**src/rtl/uart_byte_tx.sv**
```systemverilog
// uart_byte_tx: byte FIFO feeding an 8N1/8E1/8O1 serial transmitter.
// tx is a registered copy of the FSM output, so it lags the state by one clock.
module uart_byte_tx #(
   parameter int CLK_DIV    = 5208,
   parameter int FIFO_DEPTH = 4,
   parameter bit PARITY_EN  = 1'b0,
   parameter bit PARITY_ODD = 1'b0
) (
   input  logic                          clk,
   input  logic                          reset,
   input  logic [7:0]                    din,
   input  logic                          din_valid,
   output logic                          din_ready,
   output logic                          tx,
   output logic                          busy,
   output logic [$clog2(FIFO_DEPTH):0]   fifo_count
);

   localparam int AW = $clog2(FIFO_DEPTH);
   localparam int BW = $clog2(CLK_DIV);
   localparam logic [BW-1:0] BAUD_MAX = BW'(CLK_DIV - 1);

   typedef enum logic [2:0] {
      IDLE,
      START,
      DATA,
      PARITY,
      STOP
   } state_t;

   state_t        state;
   state_t        state_nx;
   logic [7:0]    mem [FIFO_DEPTH];
   logic [AW:0]   wr_ptr;
   logic [AW:0]   rd_ptr;
   logic [7:0]    head;
   logic [7:0]    shreg;
   logic [7:0]    shreg_nx;
   logic          par;
   logic          par_nx;
   logic [2:0]    bit_cnt;
   logic [2:0]    bit_cnt_nx;
   logic [BW-1:0] baud;
   logic [BW-1:0] baud_nx;
   logic          tx_nx;
   logic          push;
   logic          pop;
   logic          empty;
   logic          full;
   logic          wrap;

   assign empty      = (wr_ptr == rd_ptr);
   assign full       = (wr_ptr[AW] != rd_ptr[AW]) &&
                       (wr_ptr[AW-1:0] == rd_ptr[AW-1:0]);
   assign din_ready  = !full;
   assign push       = din_valid && din_ready;
   assign fifo_count = wr_ptr - rd_ptr;
   assign head       = mem[rd_ptr[AW-1:0]];
   assign wrap       = (baud == BAUD_MAX);
   assign busy       = (state != IDLE) || !empty;

   // FIFO storage: written on accepted pushes only
   always_ff @(posedge clk) begin
      if (push) begin
         mem[wr_ptr[AW-1:0]] <= din;
      end
   end

   // FIFO pointers: extra MSB separates full from empty
   always_ff @(posedge clk) begin
      if (reset) begin
         wr_ptr <= '0;
         rd_ptr <= '0;
      end else begin
         if (push) begin
            wr_ptr <= wr_ptr + 1'b1;
         end
         if (pop) begin
            rd_ptr <= rd_ptr + 1'b1;
         end
      end
   end

   // FSM and datapath registers, tx included
   always_ff @(posedge clk) begin
      if (reset) begin
         state   <= IDLE;
         shreg   <= '0;
         par     <= 1'b0;
         bit_cnt <= '0;
         baud    <= '0;
         tx      <= 1'b1;
      end else begin
         state   <= state_nx;
         shreg   <= shreg_nx;
         par     <= par_nx;
         bit_cnt <= bit_cnt_nx;
         baud    <= baud_nx;
         tx      <= tx_nx;
      end
   end

   // Next state, line level, and pop/load of the next byte
   always_comb begin
      state_nx   = state;
      shreg_nx   = shreg;
      par_nx     = par;
      bit_cnt_nx = bit_cnt;
      baud_nx    = wrap ? '0 : baud + 1'b1;
      pop        = 1'b0;
      tx_nx      = 1'b1;
      unique case (state)
         IDLE: begin
            baud_nx = '0;
            if (!empty) begin
               pop        = 1'b1;
               shreg_nx   = head;
               par_nx     = (^head) ^ PARITY_ODD;
               bit_cnt_nx = '0;
               state_nx   = START;
            end
         end
         START: begin
            tx_nx = 1'b0;
            if (wrap) begin
               state_nx = DATA;
            end
         end
         DATA: begin
            tx_nx = shreg[0];
            if (wrap) begin
               shreg_nx   = {1'b0, shreg[7:1]};
               bit_cnt_nx = bit_cnt + 1'b1;
               if (bit_cnt == 3'd7) begin
                  state_nx = PARITY_EN ? PARITY : STOP;
               end
            end
         end
         PARITY: begin
            tx_nx = par;
            if (wrap) begin
               state_nx = STOP;
            end
         end
         STOP: begin
            tx_nx = 1'b1;
            if (wrap) begin
               if (!empty) begin
                  pop        = 1'b1;
                  shreg_nx   = head;
                  par_nx     = (^head) ^ PARITY_ODD;
                  bit_cnt_nx = '0;
                  state_nx   = START;
               end else begin
                  state_nx = IDLE;
               end
            end
         end
         default: begin
            state_nx = IDLE;
         end
      endcase
   end

endmodule

```
**config.mk**
```make
export PLATFORM = sky130hd
export DESIGN_NAME = uart_byte_tx
export DESIGN_NICKNAME = d
export VERILOG_FILES = /design/src/rtl/uart_byte_tx.sv
export SDC_FILE = /design/constraint.sdc
export NUM_CORES = 1
export LEC_CHECK = 0
export CAP_MARGIN = 20
export CORE_MARGIN = 2
export CORE_UTILIZATION = 59
export CTS_CLUSTER_SIZE = 8
export DETAILED_ROUTE_END_ITERATION = 10
export MAX_ROUTING_LAYER = met4
export PLACE_DENSITY = 0.82
export SETUP_SLACK_MARGIN = 0.4
export SKIP_LAST_GASP = 1
export SYNTH_ARGS = -nofsm -noshare
export SYNTH_HDL_FRONTEND = slang
export SYNTH_SLANG_ARGS = --single-unit
```
**constraint.sdc**
```tcl
create_clock -name clk -period 2.63 [get_ports clk]
set_input_delay 0.6575 -clock clk [delete_from_list [all_inputs] [get_ports clk]]
set_output_delay 0.6575 -clock clk [all_outputs]
set_load 0.05 [all_outputs]
```
==> impl_metrics.yaml <==
run_status:
  outcome: "finished, final reports clean"
synthesis:
  synth_common_cells: "dfxtp_1, nor2_1, edfxtp_1"
  ys_seq_area_share_pct: 56.45
  synth_ff_type: "dfxtp_1"
  synthesis.area_mm2: 0.003014
  synth-async-reset-ratio_pct: 0
  synth_edf_count: 32
  synth_top_area_share_pct: 31.88
  synth_warnings: 0
  synthesis.nets: 270
  ys_types: 39
  yosys.area.top_type: "edfxtp_1"
  syn_inst: 248
  synth-seq-cells: 69
  synth_area_leaders: "edfxtp_1, dfxtp_1, xnor2_1"
  synth_area_per_cell_um2: 12.15
timing:
  skew_ps: 9.455
  setup_viol: 0
  drv_slew: 0
  clock.fmax_mhz: 438.1
  rsz0062_at_grt: "yes"
  fin_crit_ps: 2283
  tightestPinTransition_ps: 498.0
  relSlewSlack_pct: 66.70
  fin_crit_sh_pct: 86.79
  setup_total_negative_slack_ps: 0
  final.hold.worst_slack_ps: 448.0
  final_hold_viol_count: 0
grt:
  grtUsageMet1_pct: 26.64
  grt_use_met3_pct: 6.746
  track_usage_pct: 20.85
  antenna_found_initial: 0
  grtUsageMet2_pct: 31.11
  overflow: 0
  grt_pass1_wl_um: 8121
  grt_max_degree: 24
  grt_busiest_layer: "met2"
  grt_pass1_vias: 1728
worst_setup_path:
  required_ps: 1970
  worst_setup_path_end_kind: "primary output"
  critPathMostFrequentCell: "inv_2"
  crit_arrival_ps: 1630
  path_cells: "inv_2, ha_4, fa_2, inv_2, buf_12"
  startpoint_type: "flop"
  path_max_fanout: 2
  cp_slowest_stage_delay_ps: 540
  critPathKind: "flop to primary output"
  crit_slowest_cell: "fa_2"
flow_run:
  maxCapViolations: 0
place:
  dpl_cell_area_mm2: 0.003254
  hpwl_um: 3452
  gp_congestion: 0.7211
  port_buffers: 16
power:
  power.switching_uw: 1116
  clockPowerShare_pct: 21.1
  intPower_uw: 2205
  irDropWorstVdd_uv: 542.2
  leakage_uw: 0.001170
  p_total_uw: 3322
  p_comb_share_pct: 37.1
  p_sw_share_pct: 33.60
  power_density_mw_per_mm2: 954.6
  power_frac_seq_pct: 41.9
clocking:
  cts.sinks: 69
  cts_hold_buf: 0
  cts_tree: "built"
  clockBufferDepth: 2
  clock-root-buffer: "clkbuf_8"
  htree_levels: 3
  clk_pin_slew_ps: 70
  clock_latency_ps: 340
  cts_inserted_buffers: 9
floorplanning:
  die_h_um: 75.48
  num_rows: 26
  initial_core_util_pct: 60.16
  num_io_pins: 17
  fp.coreArea_mm2: 0.005010
  die_x_um: 75.48
  die_area_mm2: 0.005696
drt:
  drt_drc_violations_left: 0
  avgViaCountPerCell: 5.312
  antenna_left: 0
  wl_per_cell_um: 14.71
  wl_um: 5091
  via_count: 1838
  dr.pass1.iters: 4
  drtIter0Drc: 113
final_layout:
  diodes: 0
  area_growth_pct: 15.44
  finalInstanceArea_mm2: 0.003480
  drive_above_1_share_pct: 16.30
  fill_cells: 376
  nets: 293
worst_hold_path:
  min_path_type: "flop to flop"
==> state kept, by name (all words and copies together) (netlist names), 3 cells and up, named ones only <==
signal / count
mem: 32
baud: 13
shreg: 8
bit_cnt: 3
rd_ptr: 3
state: 3
wr_ptr: 3
==> worst max-delay path: cells and delay by family (launching register included) <==
| family | cells | cell delay, ps |
|---|---|---|
| adders and majority gates | 2 | 690 |
| buffers and inverters | 3 | 250 |
| DFF | 1 | 350 |
==> cell usage in the layout, fill, tap and decap left out, drive strengths merged, types with 2 or more instances in the layout <==
| cell | count |
|---|---|
| clkdlybuf4s50 | 11 |
| mux4 | 8 |
| xor2 | 4 |
| nor2 | 37 |
| and2 | 4 |
| nand4 | 2 |
| a211oi | 10 |
| dfxtp | 37 |
| ha | 10 |
| xnor2 | 22 |
| clkbuf | 13 |
| nand2 | 5 |
| o21ai | 3 |
| nor3 | 6 |
| nor3b | 2 |
| a21oi | 10 |
| mux2i | 9 |
| clkinv | 3 |
| edfxtp | 32 |
| inv | 12 |
| nand2b | 2 |
| buf | 12 |
| or3 | 2 |
| nand3 | 7 |
| and3 | 2 |
==> final cells by class <==
cell class / count / area (µm²) / area share [%]
repair buffers: 23 / 237.7 / 6.832
multi-input cells: 156 / 1252 / 35.99
well taps: 70 / 87.58 / 2.517
clock buffers: 13 / 138.9 / 3.991
inverters: 12 / 45.04 / 1.294
clock inverters: 3 / 12.51 / 0.3596
flip-flops and latches: 69 / 1705 / 49.01
==> per-stage QoR <==
stage                     util (%)  setup slack, ps  cells
after detailed placement     64.96            321.5    326
final                        69.46            347.4    346
after CTS                    69.03            347.0    345
after floorplan                  -            483.6    248
after global placement       64.96            352.6    326
after global routing         69.46            300.2    346
==> layer usage <==
metal  share of wire [%]  routed length (µm)
met5                   0                   0
met4                 1.6                  84
met3                 3.3                 166
met2                  49                2511
met1                  46                2329
==> cells by family after synthesis <==
family,Yosys count,synth area share [%]
DFF,69,56.45
muxes,17,8.966
adders and majority gates,11,4.815
buffers and inverters,23,3.528
and+or+nand+nor,75,12.08
AOI/OAI and AO/OA,27,6.600
xor gates and xnor gates,26,7.555
==> final timing paths <==
path                  start       endpoint  slack [ps]  depth (start not counted)
setup / recovery  wr_ptr[0]  fifo_count[1]         350                          5
hold / removal      baud[0]        baud[0]         450                          1
setup reg to reg    baud[8]       shreg[7]         530                          6
hold reg to reg     baud[0]        baud[0]         450                          1
==> what timing repair did <==
| item | CTS | global route |
|---|---|---|
| setup endpoints to repair | 12 | 11 |
| gates resized for setup | 7 | 3 |
| buffers inserted | 3 | 1 |
| pin swaps | 3 | 0 |
==> power groups by stage <==
| stage | clock [µW] | combinational [µW] | sequential (µW) |
|---|---|---|---|
| 2_1_floorplan | 0 | 933 | 1350 |
| 3_3_place_gp | 0 | 1130 | 1410 |
| 3_5_place_dp | 0 | 1150 | 1410 |
| 4_1_cts | 709 | 1230 | 1390 |
| 5_1_grt | 760 | 1340 | 1420 |
| 6_report | 700 | 1230 | 1390 |
No activity file was read; power rests on OpenSTA's default activity.
